## config.mk

```make
export PLATFORM = sky130hd
export DESIGN_NAME = backend_tx
export DESIGN_NICKNAME = d
export VERILOG_FILES = /design/src/rtl/frontend_pkg.sv /design/src/rtl/axis_skid_fifo2.sv /design/src/rtl/backend_tx.sv
export SDC_FILE = /design/constraint.sdc
export NUM_CORES = 1
export LEC_CHECK = 0
export BUFFER_PORTS_ARGS = -buffer_cell sky130_fd_sc_hd__buf_2
export CAP_MARGIN = 20
export CORE_MARGIN = 2
export CORE_UTILIZATION = 50
export CTS_CLUSTER_DIAMETER = 40
export DETAILED_ROUTE_END_ITERATION = 16
export GPL_TIMING_DRIVEN = 0
export PLACE_DENSITY_LB_ADDON = 0.2
export SLEW_MARGIN = 20
export SYNTH_ARGS = -nofsm -noshare
export SYNTH_HDL_FRONTEND = slang
export SYNTH_SLANG_ARGS = --single-unit
```

## constraint.sdc

```tcl
create_clock -name aclk -period 15.1 [get_ports aclk]
set_input_delay 0.755 -clock aclk [delete_from_list [all_inputs] [get_ports aclk]]
set_output_delay 0.755 -clock aclk [all_outputs]
set_load 0.1 [all_outputs]
```

## src/rtl/frontend_pkg.sv

```systemverilog
// Shared constants, state encoding and length helpers for the packet backend.
// Sizes follow the 64 x 256-bit staging BRAM written by the ingress frontend.
package frontend_pkg;

    localparam int DATA_W         = 256;
    localparam int KEEP_W         = DATA_W / 8;
    localparam int ADDR_W         = 6;
    localparam int LEN_W          = 16;
    localparam int BYTES_PER_BEAT = 32;
    localparam int BRAM_DEPTH     = 64;
    localparam int MAX_LEN        = BRAM_DEPTH * BYTES_PER_BEAT;
    localparam int BEAT_W         = 7;

    typedef enum logic [1:0] {
        IDLE = 2'd0,
        READ = 2'd1,
        DONE = 2'd2
    } state_t;

    // Widened by one bit so a length near the top of the field cannot wrap.
    function automatic logic [BEAT_W-1:0] len_to_beats(input logic [LEN_W-1:0] len);
        return BEAT_W'(({1'b0, len} + (LEN_W+1)'(BYTES_PER_BEAT - 1)) >> 5);
    endfunction

    function automatic logic [KEEP_W-1:0] last_tkeep(input logic [4:0] rem);
        if (rem == 5'd0)
            return '1;
        return (KEEP_W'(1) << rem) - KEEP_W'(1);
    endfunction

endpackage

```

## src/rtl/axis_skid_fifo2.sv

```systemverilog
// Two-entry stream buffer with a bypass path: an arriving word is presented in
// the same cycle when the buffer is empty, and parked when the sink stalls.
module axis_skid_fifo2 #(
    parameter int W = 8
) (
    input  logic         clk,
    input  logic         rst,
    input  logic         in_valid,
    input  logic [W-1:0] in_data,
    input  logic         out_ready,
    output logic         out_valid,
    output logic [W-1:0] out_data,
    output logic [1:0]   count
);

    logic [W-1:0] mem_reg [2];
    logic         wr_ptr_reg;
    logic         rd_ptr_reg;
    logic [1:0]   count_reg;
    logic         empty;
    logic         push;
    logic         pop;

    assign empty = (count_reg == 2'd0);
    assign pop   = !empty && out_ready;
    // An arrival consumed straight through the bypass never occupies an entry.
    assign push  = in_valid && !(empty && out_ready);

    assign out_valid = !empty || in_valid;
    assign out_data  = !empty ? mem_reg[rd_ptr_reg] : (in_valid ? in_data : '0);
    assign count     = count_reg;

    always_ff @(posedge clk or posedge rst) begin
        if (rst) begin
            wr_ptr_reg <= 1'b0;
            rd_ptr_reg <= 1'b0;
            count_reg  <= 2'd0;
        end else begin
            if (push)
                wr_ptr_reg <= ~wr_ptr_reg;
            if (pop)
                rd_ptr_reg <= ~rd_ptr_reg;
            count_reg <= count_reg + {1'b0, push} - {1'b0, pop};
        end
    end

    always_ff @(posedge clk) begin
        if (push)
            mem_reg[wr_ptr_reg] <= in_data;
    end

endmodule

```

## src/rtl/backend_tx.sv

```systemverilog
// Replays a packet staged in BRAM port B onto a 256-bit AXI4-Stream master and
// pulses finish once the last beat has been accepted downstream.
module backend_tx
    import frontend_pkg::*;
(
    input  logic              aclk,
    input  logic              areset,
    input  logic              start,
    input  logic [LEN_W-1:0]  length_be,
    output logic              finish,
    output logic              busy,
    output logic              bram_enb,
    output logic [ADDR_W-1:0] bram_addrb,
    input  logic [DATA_W-1:0] bram_doutb,
    output logic [DATA_W-1:0] m_axis_tdata,
    output logic [KEEP_W-1:0] m_axis_tkeep,
    output logic              m_axis_tvalid,
    output logic              m_axis_tlast,
    input  logic              m_axis_tready
);

    localparam int ENTRY_W = DATA_W + KEEP_W + 1;

    state_t              state_reg;
    state_t              state_next;
    logic [BEAT_W-1:0]   beats_reg;
    logic [BEAT_W-1:0]   rd_ptr_reg;
    logic [BEAT_W-1:0]   tx_cnt_reg;
    logic [4:0]          rem_reg;
    logic [ADDR_W-1:0]   addr_reg;
    logic                rd_valid_reg;
    logic [KEEP_W-1:0]   rd_keep_reg;
    logic                rd_last_reg;

    logic [LEN_W-1:0]    len_clamped;
    logic [BEAT_W-1:0]   start_beats;
    logic [1:0]          fifo_count;
    logic                issue;
    logic                issue_last;
    logic                fire;
    logic [ENTRY_W-1:0]  fifo_out;

    assign len_clamped = (length_be > LEN_W'(MAX_LEN)) ? LEN_W'(MAX_LEN) : length_be;
    assign start_beats = len_to_beats(len_clamped);

    // Never more words outstanding than the buffer can park if the sink stalls.
    assign issue = (state_reg == READ) && (rd_ptr_reg < beats_reg) &&
                   (({1'b0, fifo_count} + {2'b00, rd_valid_reg}) < 3'd2);
    assign issue_last = (rd_ptr_reg == beats_reg - 1'b1);
    assign fire       = m_axis_tvalid && m_axis_tready;

    assign bram_enb   = issue;
    assign bram_addrb = issue ? rd_ptr_reg[ADDR_W-1:0] : addr_reg;
    assign busy       = (state_reg != IDLE);
    assign finish     = (state_reg == DONE);

    always_comb begin
        state_next = state_reg;
        case (state_reg)
            IDLE: begin
                if (start)
                    state_next = (start_beats == '0) ? DONE : READ;
            end
            READ: begin
                if (fire && (tx_cnt_reg == beats_reg - 1'b1))
                    state_next = DONE;
            end
            DONE:    state_next = IDLE;
            default: state_next = IDLE;
        endcase
    end

    always_ff @(posedge aclk or posedge areset) begin
        if (areset) begin
            state_reg    <= IDLE;
            beats_reg    <= '0;
            rem_reg      <= '0;
            rd_ptr_reg   <= '0;
            tx_cnt_reg   <= '0;
            addr_reg     <= '0;
            rd_valid_reg <= 1'b0;
            rd_keep_reg  <= '0;
            rd_last_reg  <= 1'b0;
        end else begin
            state_reg    <= state_next;
            rd_valid_reg <= issue;
            if ((state_reg == IDLE) && start) begin
                beats_reg  <= start_beats;
                rem_reg    <= len_clamped[4:0];
                rd_ptr_reg <= '0;
                tx_cnt_reg <= '0;
            end
            // Beat sideband is decided at read time and travels with the data.
            if (issue) begin
                rd_ptr_reg  <= rd_ptr_reg + 1'b1;
                addr_reg    <= rd_ptr_reg[ADDR_W-1:0];
                rd_keep_reg <= issue_last ? last_tkeep(rem_reg) : '1;
                rd_last_reg <= issue_last;
            end
            if (fire)
                tx_cnt_reg <= tx_cnt_reg + 1'b1;
        end
    end

    axis_skid_fifo2 #(
        .W (ENTRY_W)
    ) u_out_buf (
        .clk       (aclk),
        .rst       (areset),
        .in_valid  (rd_valid_reg),
        .in_data   ({rd_last_reg, rd_keep_reg, bram_doutb}),
        .out_ready (m_axis_tready),
        .out_valid (m_axis_tvalid),
        .out_data  (fifo_out),
        .count     (fifo_count)
    );

    assign {m_axis_tlast, m_axis_tkeep, m_axis_tdata} = fifo_out;

endmodule

```

==> results.sh <==
export IMPL_outcome="finished clean"
export IMPL_path_clk_slew_ns=0.06
export IMPL_finalSetupViolCount=0
export IMPL_clock_skew_ns=0.0206
export IMPL_drive_gt1_frac=0.289
export IMPL_path_buf_inv=5
export IMPL_largest_reg_flops=578
export IMPL_cp_arrival_ns=4.28
export IMPL_cp_start_kind="register"
export IMPL_crit_required_ns=14.35
export IMPL_synth_top_family_by_area="multiplexers"
export IMPL_dr_pass1_iters=5
export IMPL_r2r_cells=11
export IMPL_slowest_stage="nor2_1"
export IMPL_yosysSeqAreaShare=0.688
export IMPL_r2r_end="u_out_buf.mem_reg[0][112]$_DFFE_PP_"
export IMPL_synthTopCellsByArea="edfxtp_1 62%, mux2i_1 11%, dfrtp_1 6.5%, o21ai_0 5.7%, nand3_1 5.6%"
export IMPL_async_flop_share=0.111
export IMPL_clock_tree_root_cell="clkbuf_16"
export IMPL_crit_top_cell="buf_2"
export IMPL_seq_area_um2=19200
export IMPL_synth_edff_count=578
export IMPL_netlist_area_um2=27800
export IMPL_numCtsBuffers=95
export IMPL_overflow=0
export IMPL_cts_buffer_depth=3
export IMPL_detailed_place_hpwl_um=55300
export IMPL_synthSimpleGateAreaFrac=0.0830
export IMPL_syn_to_final_growth_pct=27.5
export IMPL_cpPeakStageDelay_ns=0.62
export IMPL_synth_seq_cells=650
export IMPL_num_rows=86
export IMPL_cts_sinks=650
export IMPL_grt_max_degree=53
export IMPL_antenna_found_initial=33
export IMPL_final_hold_violation_count=0
export IMPL_die_h_um=240
export IMPL_postCtsSetupRepairBufs=0
export IMPL_fmax_mhz=199
export IMPL_cts_tree="done"
export IMPL_cts_hold_buffers_added=0
export IMPL_synth_cell_types=62
export IMPL_ctsResizeCount=0
export IMPL_critical_path_class="register to output pin"
export IMPL_slew_headroom=0.306
export IMPL_synth_cells=2041
export IMPL_dieArea_um2=57600
export IMPL_rr_startpoint="u_out_buf.count[1]$_DFF_PP0_"
export IMPL_portBuffers=574
export IMPL_cp_endpoint="m_axis_tdata[237]"
export IMPL_multi_input_comb_area_um2=7970
export IMPL_syn_num_nets=2330
export IMPL_yosysWarnings=0
export IMPL_finalSetupTns_ns=0
export IMPL_synthTopCellsByCount="578 x edfxtp_1, 316 x o21ai_0, 312 x nand3_1"
export IMPL_synthMuxAreaShare=0.111
export IMPL_die_w_um=240
export IMPL_htreeDepth=3
export IMPL_rsz0062_at_grt="false"
export IMPL_synthAdderAreaFrac=0.00584
export IMPL_grt_usage=0.264
export IMPL_critPathTopFamily="buffers and inverters"
export IMPL_yosysTopAreaCellShare=0.623
export IMPL_grt_pass1_wl_um=116000
export IMPL_drt_iter0_drc=1877
export IMPL_globalplace_congestion=0.902
export IMPL_synth_xor_area_frac=0.00854
export IMPL_period_needed_ns=5.03
export IMPL_start_util=0.505
export IMPL_clk_latency_ns=0.65
export IMPL_finalNetCount=3022
export IMPL_slew_violations=0
export IMPL_nFillCells=4270
export IMPL_io_pins=575
export IMPL_timing_critical_path_from="u_out_buf.count[1]$_DFF_PP0_"
export IMPL_worstPathMaxFanout=10
export IMPL_postSynthAreaPerCell_um2=13.6
export IMPL_remaining_drc_errors=0
export IMPL_core_region_area_um2=55100
export IMPL_grt_pass1_vias=19700
export IMPL_crit_cells=8
export IMPL_synth_compound_area_share=0.0781
export IMPL_rrSetupSlack_ns=11.26
export IMPL_viasPerCell=5.66
export IMPL_final_antenna_net_count=0
export IMPL_synth_top_area_cell="edfxtp_1"
export IMPL_yosysMostFrequentCell="edfxtp_1"
export IMPL_min_path_type="input port to asynchronous set/reset pin"
export IMPL_cp_end_kind="output pin"
export IMPL_period_share=0.333
export IMPL_path_cells="nor2_1, clkbuf_1, buf_2, buf_2, buf_2, nand3_1, o21ai_0, buf_2"
export IMPL_synth_ff_type="edfxtp_1"
export IMPL_routedWlPerCell_um=22.0
export IMPL_drt_wl_total_um=79000
export IMPL_cap_violations=0
export IMPL_worst_pin_slew_ns=1.04
export IMPL_fin_hold_ws_ns=0.0706
export IMPL_num_vias=20300
-- cells in the final DEF, fill, tap and decap left out, types with 7 or more instances in the layout --
| master | instances |
|---|---|
| diode_2 | 24 |
| ha_1 | 13 |
| nor2_1 | 61 |
| clkbuf_1 | 104 |
| edfxtp_1 | 578 |
| inv_1 | 18 |
| clkinv_4 | 13 |
| buf_16 | 10 |
| bufinv_16 | 8 |
| nand2_1 | 38 |
| a31oi_1 | 9 |
| inv_6 | 15 |
| and3_1 | 8 |
| clkinv_1 | 10 |
| clkinvlp_4 | 14 |
| clkbuf_16 | 98 |
| xnor2_1 | 16 |
| mux2i_1 | 295 |
| o21ai_0 | 316 |
| buf_2 | 597 |
| o22ai_1 | 7 |
| buf_1 | 33 |
| buf_12 | 11 |
| dfrtp_1 | 72 |
| nor3_1 | 7 |
| clkinv_2 | 8 |
| a21oi_1 | 39 |
| nand3_1 | 312 |
-- cell type report --
class / instances / share of cell area
flip-flops and latches: 650 / 0.540
plain buffers: 158 / 0.0181
clock inverters: 76 / 0.0224
multi-input cells: 1212 / 0.225
clock buffers: 103 / 0.0696
inverters: 21 / 0.00229
repair buffers: 595 / 0.0949
well taps: 748 / 0.0264
diodes: 24 / 0.00169
-- routing by layer --
| metal | vias up | wire length (µm) | track usage | share of wire |
|---|---|---|---|---|
| li1 | 9263 | - | - | - |
| met1 | 9979 | 31000 | 0.340 | 0.39 |
| met2 | 874 | 37900 | 0.415 | 0.48 |
| met3 | 177 | 6930 | 0.0711 | 0.088 |
| met4 | 22 | 3050 | 0.128 | 0.039 |
| met5 | - | 136 | 0 | 0.0017 |
-- kinds of logic (layout without fill, tap and decap cells) --
family / Yosys count / count (layout)
muxes: 306 / 306
xor gates and xnor gates: 24 / 24
DFF: 650 / 650
AOI/OAI and AO/OA: 407 / 407
adders and majority gates: 13 / 13
other: 0 / 24
buffers and inverters: 179 / 953
and+or+nand+nor: 462 / 462
-- through the flow --
stage,utilization,area [µm²],worst slack (ns),std cells
floorplan,-,27800,0.361,2041
global placement,0.574,31600,-7.80,3363
detailed placement,0.584,32200,10.60,3384
CTS,0.643,35400,9.90,3563
global route,0.644,35500,9.77,3584
finish,0.644,35500,10.07,3587
-- worst min-delay path by stage --
stage          cells after the start  slack [ns]                             start                          endpoint
3_5_place_dp                       1        0.47             addr_reg[1]$_DFF_PP0_             addr_reg[1]$_DFF_PP0_
5_1_grt                            2        0.07                            areset             addr_reg[0]$_DFF_PP0_
3_3_place_gp                       1        0.46             addr_reg[2]$_DFF_PP0_             addr_reg[2]$_DFF_PP0_
6_report                           2        0.07                            areset             addr_reg[3]$_DFF_PP0_
2_1_floorplan                      1        0.46  u_out_buf.wr_ptr_reg$_DFFE_PP0P_  u_out_buf.wr_ptr_reg$_DFFE_PP0P_
4_1_cts                            2        0.04                            areset             addr_reg[3]$_DFF_PP0_
Power is left out: the tool's default activity adds up to more than one toggle a clock period on the data nets, which glitch-free logic cannot reach.
